File: src/rtl/xor_stream_cipher_pkg.sv
// rtl/xor_stream_cipher_pkg.sv - shared types and sizing helpers for xor_stream_cipher
// Contents: read-side FSM state encoding, key-byte and beat-counter sizing
// functions, constant-foldable log2.

package xor_stream_cipher_pkg;

  // Read-side packet state: no packet open, inside the clear header, past it.
  typedef enum logic [1:0] {
    ST_IDLE = 2'd0,
    ST_HDR  = 2'd1,
    ST_BODY = 2'd2
  } state_t;

  // Ceiling log2; clog2(1) = 0.
  function automatic int clog2(input int value);
    int r;
    r = 0;
    while ((1 << r) < value) r++;
    return r;
  endfunction

  function automatic int key_bytes(input int key_width);
    return key_width / 8;
  endfunction

  // Number of beats touched by the clear header, i.e. where the beat counter saturates.
  function automatic int hdr_beats(input int hdr_bytes, input int beat_bytes);
    return (hdr_bytes + beat_bytes - 1) / beat_bytes;
  endfunction

  // Counter must hold 0..beats inclusive; never narrower than one bit.
  function automatic int cnt_width(input int beats);
    return (beats < 1) ? 1 : clog2(beats + 1);
  endfunction

endpackage

File: src/rtl/fallthrough_small_fifo.sv
// rtl/fallthrough_small_fifo.sv - small first-word-fallthrough FIFO
// Ports: clk, reset (sync, active-high); din/wr_en write side; dout/rd_en/empty
// read side (dout valid whenever !empty); nearly_full asserts with one slot left.

module fallthrough_small_fifo #(
  parameter int WIDTH          = 8,
  parameter int MAX_DEPTH_BITS = 2
) (
  input  logic             clk,
  input  logic             reset,
  input  logic [WIDTH-1:0] din,
  input  logic             wr_en,
  input  logic             rd_en,
  output logic [WIDTH-1:0] dout,
  output logic             empty,
  output logic             nearly_full
);

  localparam int DEPTH = 1 << MAX_DEPTH_BITS;
  localparam logic [MAX_DEPTH_BITS:0] DEPTH_L  = (MAX_DEPTH_BITS + 1)'(DEPTH);
  localparam logic [MAX_DEPTH_BITS:0] NEAR_L   = (MAX_DEPTH_BITS + 1)'(DEPTH - 1);

  logic [WIDTH-1:0]          mem [DEPTH];
  logic [MAX_DEPTH_BITS-1:0] wr_ptr;
  logic [MAX_DEPTH_BITS-1:0] rd_ptr;
  logic [MAX_DEPTH_BITS:0]   fill;
  logic                      full;
  logic                      do_wr;
  logic                      do_rd;

  assign full        = (fill == DEPTH_L);
  assign empty       = (fill == '0);
  assign nearly_full = (fill >= NEAR_L);
  assign do_wr       = wr_en && !full;
  assign do_rd       = rd_en && !empty;
  // Head entry is presented combinationally so a beat is readable the cycle after its write.
  assign dout        = mem[rd_ptr];

  always_ff @(posedge clk) begin
    if (do_wr) mem[wr_ptr] <= din;
  end

  always_ff @(posedge clk) begin
    if (reset) begin
      wr_ptr <= '0;
      rd_ptr <= '0;
      fill   <= '0;
    end else begin
      if (do_wr) wr_ptr <= wr_ptr + 1'b1;
      if (do_rd) rd_ptr <= rd_ptr + 1'b1;
      if (do_wr && !do_rd)      fill <= fill + 1'b1;
      else if (do_rd && !do_wr) fill <= fill - 1'b1;
    end
  end

endmodule

File: src/rtl/xor_stream_cipher.sv
// rtl/xor_stream_cipher.sv - AXI4-Stream XOR cipher with clear header bytes
// Ports: axi_aclk, axi_reset (sync, active-high); s_axis_* slave stream into an
// input FIFO; m_axis_* registered master stream; cfg_enable/cfg_key latched per
// packet; stat_pkt_count counts enciphered packets emitted.
// Option: define XOR_STREAM_CIPHER_KEY_ROLL_EN to rotate the latched key left by
// one byte after every body beat.

module xor_stream_cipher
  import xor_stream_cipher_pkg::*;
#(
  parameter int C_M_AXIS_DATA_WIDTH  = 256,
  parameter int C_S_AXIS_DATA_WIDTH  = 256,
  parameter int C_M_AXIS_TUSER_WIDTH = 128,
  parameter int C_S_AXIS_TUSER_WIDTH = 128,
  parameter int KEY_WIDTH            = 32,
  parameter int HDR_BYTES            = 34,
  parameter int FIFO_DEPTH_BITS      = 2
) (
  input  logic                              axi_aclk,
  input  logic                              axi_reset,
  input  logic [C_S_AXIS_DATA_WIDTH-1:0]    s_axis_tdata,
  input  logic [C_S_AXIS_DATA_WIDTH/8-1:0]  s_axis_tstrb,
  input  logic [C_S_AXIS_TUSER_WIDTH-1:0]   s_axis_tuser,
  input  logic                              s_axis_tvalid,
  output logic                              s_axis_tready,
  input  logic                              s_axis_tlast,
  output logic [C_M_AXIS_DATA_WIDTH-1:0]    m_axis_tdata,
  output logic [C_M_AXIS_DATA_WIDTH/8-1:0]  m_axis_tstrb,
  output logic [C_M_AXIS_TUSER_WIDTH-1:0]   m_axis_tuser,
  output logic                              m_axis_tvalid,
  input  logic                              m_axis_tready,
  output logic                              m_axis_tlast,
  input  logic                              cfg_enable,
  input  logic [KEY_WIDTH-1:0]              cfg_key,
  output logic [31:0]                       stat_pkt_count
);

  localparam int W         = C_M_AXIS_DATA_WIDTH;
  localparam int BYTES     = W / 8;
  localparam int TU        = C_M_AXIS_TUSER_WIDTH;
  localparam int FW        = W + BYTES + TU + 1;
  localparam int KEY_BYTES = key_bytes(KEY_WIDTH);
  localparam int HDR_BEATS = hdr_beats(HDR_BYTES, BYTES);
  localparam int CNT_W     = cnt_width(HDR_BEATS);
  localparam logic [CNT_W-1:0] HDR_BEATS_L = CNT_W'(HDR_BEATS);

  logic [FW-1:0]        fifo_dout;
  logic                 fifo_empty;
  logic                 fifo_nearly_full;
  logic [W-1:0]         f_tdata;
  logic [BYTES-1:0]     f_tstrb;
  logic [TU-1:0]        f_tuser;
  logic                 f_tlast;

  logic                 load;
  logic                 rd;
  state_t               state;
  state_t               state_next;
  logic [CNT_W-1:0]     beat_cnt;
  logic [CNT_W-1:0]     cnt_next;
  logic                 en_lat;
  logic [KEY_WIDTH-1:0] key_lat;
  logic                 eff_enable;
  logic [KEY_WIDTH-1:0] eff_key;
  logic                 out_en;
  logic [W-1:0]         xdata;
  int                   beat_base;

  // Reset gates acceptance so no beat is claimed and then flushed.
  assign s_axis_tready = !fifo_nearly_full && !axi_reset;

  fallthrough_small_fifo #(
    .WIDTH          (FW),
    .MAX_DEPTH_BITS (FIFO_DEPTH_BITS)
  ) u_in_fifo (
    .clk         (axi_aclk),
    .reset       (axi_reset),
    .din         ({s_axis_tdata, s_axis_tstrb, s_axis_tuser, s_axis_tlast}),
    .wr_en       (s_axis_tvalid && s_axis_tready),
    .rd_en       (rd),
    .dout        (fifo_dout),
    .empty       (fifo_empty),
    .nearly_full (fifo_nearly_full)
  );

  assign {f_tdata, f_tstrb, f_tuser, f_tlast} = fifo_dout;

  assign load = !m_axis_tvalid || m_axis_tready;
  assign rd   = !fifo_empty && load;

  // The opening beat of a packet sees live config; later beats see the latched copy.
  always_comb begin
    state_next = state;
    cnt_next   = beat_cnt;
    eff_enable = en_lat;
    eff_key    = key_lat;
    if (state == ST_IDLE) begin
      eff_enable = cfg_enable;
      eff_key    = cfg_key;
    end
    if (rd) begin
      if (f_tlast) begin
        state_next = ST_IDLE;
        cnt_next   = '0;
      end else begin
        if (beat_cnt < HDR_BEATS_L) cnt_next = beat_cnt + 1'b1;
        state_next = (cnt_next < HDR_BEATS_L) ? ST_HDR : ST_BODY;
      end
    end
  end

  always_ff @(posedge axi_aclk) begin
    if (axi_reset) begin
      state    <= ST_IDLE;
      beat_cnt <= '0;
    end else begin
      state    <= state_next;
      beat_cnt <= cnt_next;
    end
  end

`ifdef XOR_STREAM_CIPHER_KEY_ROLL_EN
  logic body_beat;
  assign body_beat = (beat_cnt == HDR_BEATS_L);

  always_ff @(posedge axi_aclk) begin
    if (axi_reset) begin
      en_lat  <= 1'b0;
      key_lat <= '0;
    end else if (rd) begin
      if (state == ST_IDLE) en_lat <= cfg_enable;
      // eff_key is the live key on the opening beat, so this also restarts the rotation.
      key_lat <= body_beat ? ((eff_key << 8) | (eff_key >> (KEY_WIDTH - 8))) : eff_key;
    end
  end
`else
  always_ff @(posedge axi_aclk) begin
    if (axi_reset) begin
      en_lat  <= 1'b0;
      key_lat <= '0;
    end else if (rd && state == ST_IDLE) begin
      en_lat  <= cfg_enable;
      key_lat <= cfg_key;
    end
  end
`endif

  // Beat widths are multiples of the key width, so the key phase of lane i is i mod KEY_BYTES
  // regardless of beat index; only the header test needs the beat's byte base.
  always_comb begin
    xdata     = f_tdata;
    beat_base = int'(beat_cnt) * BYTES;
    for (int i = 0; i < BYTES; i++) begin
      if (eff_enable && f_tstrb[BYTES-1-i] && (beat_base + i >= HDR_BYTES)) begin
        xdata[W-1-8*i -: 8] = f_tdata[W-1-8*i -: 8] ^ eff_key[KEY_WIDTH-1-8*(i % KEY_BYTES) -: 8];
      end
    end
  end

  always_ff @(posedge axi_aclk) begin
    if (axi_reset) begin
      m_axis_tvalid <= 1'b0;
      m_axis_tdata  <= '0;
      m_axis_tstrb  <= '0;
      m_axis_tuser  <= '0;
      m_axis_tlast  <= 1'b0;
      out_en        <= 1'b0;
    end else if (load) begin
      m_axis_tvalid <= !fifo_empty;
      if (!fifo_empty) begin
        m_axis_tdata <= xdata;
        m_axis_tstrb <= f_tstrb;
        m_axis_tuser <= f_tuser;
        m_axis_tlast <= f_tlast;
        out_en       <= eff_enable;
      end
    end
  end

  always_ff @(posedge axi_aclk) begin
    if (axi_reset) begin
      stat_pkt_count <= '0;
    end else if (m_axis_tvalid && m_axis_tready && m_axis_tlast && out_en) begin
      stat_pkt_count <= stat_pkt_count + 32'd1;
    end
  end

endmodule

File: config.mk
export PLATFORM = sky130hd
export DESIGN_NAME = xor_stream_cipher
export DESIGN_NICKNAME = d
export VERILOG_FILES = /design/src/rtl/xor_stream_cipher_pkg.sv /design/src/rtl/fallthrough_small_fifo.sv /design/src/rtl/xor_stream_cipher.sv
export SDC_FILE = /design/constraint.sdc
export NUM_CORES = 2
export LEC_CHECK = 0
export ABC_AREA = 1
export ABC_CLOCK_PERIOD_IN_PS = 26800
export CAP_MARGIN = 20
export CORE_ASPECT_RATIO = 1.4
export CORE_UTILIZATION = 40
export DETAILED_ROUTE_END_ITERATION = 7
export PLACE_DENSITY_LB_ADDON = 0.15
export SLEW_MARGIN = 5
export SYNTH_ARGS = -nofsm -noshare
export SYNTH_HDL_FRONTEND = slang
export SYNTH_SLANG_ARGS = --single-unit
File: constraint.sdc
create_clock -name axi_aclk -period 26.8 [get_ports axi_aclk]
set_input_delay 4.02 -clock axi_aclk [delete_from_list [all_inputs] [get_ports axi_aclk]]
set_output_delay 4.02 -clock axi_aclk [all_outputs]
set_load 0.1 [all_outputs]
==> run_results.csv <==
group,metric,value,unit
power,pwr-share-seq,0.297,
flow_run,maxCapViolCount,0,
power,p_leak,0.0432,uW
timing,slew-limit-headroom,0.184,
layout,drive_gt1_frac,0.0569,
timing,maxSlewViolCount,0,
drt,wl_met3,37500,um
floorplanning,initial_core_util,0.404,
timing,fmax,100,MHz
critical_path,endpoint_kind,"output port",
clock_network,post_cts_buffers,0,
synth,syn_area,89200,um^2
drt,met2_length,141000,um
placement,portBuffers,904,
synth,ys_warn_count,0,
timing,min_period,10.00,ns
layout,fillers,20000,
drt,routedWlPerCell,25.1,um
critical_path,critical_path.max_fanout,90,
layout,regArea,60000,um^2
synth,syn_avg_cell_area,9.83,um^2
power,p_sw_frac,0.498,
grt,grt_pass1_wl,456000,um
synth,synth_cell_type_count,29,
clock_network,clk_latency,0.87,ns
critical_path,critical_path_class,"in -> out",
timing,finalCritPeriodShare,0.373,
clock_network,postCtsResizedCells,0,
hold_path,hp-class,"reg -> reg",
drt,initialDrtViolationCount,6425,
layout,multi_input_area,25100,um^2
placement,place_area,101000,um^2
critical_path,reg2reg_depth,13,
floorplanning,die-area,225000,um^2
critical_path,cp-start-kind,"input port",
synth,synth_fp_nets,9539,
synth,ys_ff_latch,2164,
placement,place_congestion,0.897,
critical_path,cp.arrival,5.98,ns
grt,antenna_found_initial,136,
power,peakVddDrop,117,uV
hold_path,worstHoldEndpoint,"en_lat",
drt,vias,68300,
power,p_int,7540,uW
floorplanning,die_w,401,um
clock_network,cts_tree,"done",
hold_path,hold_depth,2,
layout,final_nets,10300,
critical_path,crit_required,22.78,ns
hold_path,hp-start,"en_lat",
timing,final_hold_viol_count,0,
clock_network,cts-root-buf,"clkbuf_16",
floorplanning,rows,204,
power,power_density,138,nW/um^2
timing,rsz0062_at_grt,"no",
clock_network,numCtsBuffers,217,
grt,grt_pass1_vias,62700,
clock_network,clockBufferDepth,4,
drt,dr.max_layer_used,"met5",
layout,area_growth,21.8,%
clock_network,h-tree-depth,4,
drt,wirelength,326000,um
critical_path,timing.rr.end,"m_axis_tdata[93]",
power,p_switching,7490,uW
drt,drtAntennaViolNets,0,
drt,met1Wirelength,132000,um
drt,dr.pass1.iters,6,
run_status,run_status,"complete, no violations",
synth,yosysSeqAreaShare,0.673,
drt,vias_per_cell,5.25,
critical_path,rrSetupSlack,21.24,ns
critical_path,startpoint,"axi_reset",
timing,setup-tns-final,0,ns
timing,setup_viol,0,
power,p_comb_frac,0.502,
floorplanning,die_h,561,um
clock_network,holdBufCountCts,0,
synth,netlist_instances,9078,
clock_network,clk_pin_slew,0.06,ns
power,pwr-share-clk,0.201,
placement,place_hpwl,206000,um
grt,overflow,0,
floorplanning,core_area,221000,um^2
layout,final_area,109000,um^2
grt,grt_max_degree,141,
timing,fin_skew,0.0617,ns
timing,worst_pin_slew,1.22,ns
clock_network,clkSinkCount,2164,
grt,gr-usage-all-layers,0.282,
drt,drc,0,
floorplanning,pin_count,905,
==> state kept, by name (all words and copies together) (netlist names), 2 cells and up, named ones only <==
signal	flops
key_lat	32
m_axis_tdata	256
m_axis_tstrb	32
m_axis_tuser	128
stat_pkt_count	32
state	2
u_in_fifo.fill	3
u_in_fifo.mem	1668
u_in_fifo.rd_ptr	2
u_in_fifo.wr_ptr	2
==> logic make-up after synthesis <==
logic type,count (synthesis),synth area share
AO/OA/AOI/OAI,773,0.0467
adder cells (fa/ha/maj),7,0.00107
buffers and inverters,1100,0.0489
flip-flops,2164,0.673
AND/OR/NAND/NOR,5034,0.231
==> power groups by stage <==
| stage | combinational [uW] | clock, uW | sequential (uW) |
|---|---|---|---|
| floorplan | 2790 | 0 | 6780 |
| global placement | 7400 | 0 | 4520 |
| detailed placement | 7490 | 0 | 4530 |
| CTS | 7510 | 3080 | 4460 |
| global route | 8050 | 3200 | 4500 |
| finish | 7540 | 3030 | 4470 |
==> layout by cell type, fill, tap and decap left out, drive strengths merged <==
master         instances
nand2               2729
edfxtp              1668
nor2                1151
nand3               1112
clkdlybuf4s50        880
inv                  651
o21ai                511
dfxtp                496
clkbuf               319
buf                  158
a31oi                132
a21oi                124
diode                 64
clkinv                57
nand3b                16
bufinv                14
nand4                 12
nor3                  11
ha                     6
clkinvlp               6
o211ai                 3
o21a                   3
and3                   2
and2                   1
fa                     1
==> layer usage <==
| layer | vias to the layer above | track usage |
|---|---|---|
| li1 | 32000 | - |
| met1 | 32800 | 0.367 |
| met2 | 2891 | 0.422 |
| met3 | 598 | 0.102 |
| met4 | 96 | 0.124 |
| met5 | - | 0 |
==> layout make-up <==
| class | count | area share |
|---|---|---|
| diodes | 64 | 0.00147 |
| clock buffers | 319 | 0.0567 |
| clock inverters | 81 | 0.00785 |
| inverters | 647 | 0.0226 |
| multi-input cells | 5814 | 0.231 |
| flip-flops and latches | 2164 | 0.553 |
| well taps | 2884 | 0.0332 |
| repair buffers | 1038 | 0.0949 |
==> stage by stage <==
step	setup WS, ns	std cells	total power, uW	hold WS, ns	utilization
3_5_place_dp	16.74	12500	12000	0.456	0.458
3_3_place_gp	16.78	12500	11900	0.455	0.457
6_report	16.80	13000	15000	0.469	0.491
4_1_cts	16.74	12900	15100	0.464	0.490
2_1_floorplan	2.95	9078	9570	0.426	-
5_1_grt	16.67	13000	15800	0.500	0.491
==> worst max-delay path: stages <==
cell,delay [ns]
buf_8,0.18
inv_6,0.32
o211ai_1,0.15
inv_1,0.10
clkdlybuf4s50_1,1.13
==> synthesized netlist by cell type, drive strengths merged <==
| master | number | area, um^2 |
|---|---|---|
| nand2 | 2729 | 10200 |
| edfxtp | 1668 | 50100 |
| nor2 | 1151 | 4400 |
| nand3 | 1112 | 5660 |
| inv | 647 | 2430 |
| o21ai | 511 | 2680 |
| dfxtp | 496 | 9930 |
| clkbuf | 228 | 856 |
| buf | 225 | 1080 |
| a31oi | 132 | 826 |
| a21oi | 124 | 621 |
| nand3b | 16 | 120 |
| nand4 | 12 | 75.1 |
| nor3 | 11 | 55.1 |
| ha | 6 | 75.1 |
| o211ai | 3 | 22.5 |
| o21a | 3 | 22.5 |
| and3 | 2 | 12.5 |
| and2 | 1 | 6.26 |
| fa | 1 | 20.0 |
==> how the worst max path moves through the flow <==
stage | to | slack [ns] | depth (start not counted)
finish | s_axis_tready | 16.80 | 5
global route | s_axis_tready | 16.67 | 5
CTS | s_axis_tready | 16.74 | 5
detailed placement | s_axis_tready | 16.74 | 5
global placement | s_axis_tready | 16.78 | 5
floorplan | u_in_fifo.mem[0][0] | 2.95 | 6
Note: power is estimated with default switching activity, not from simulation.
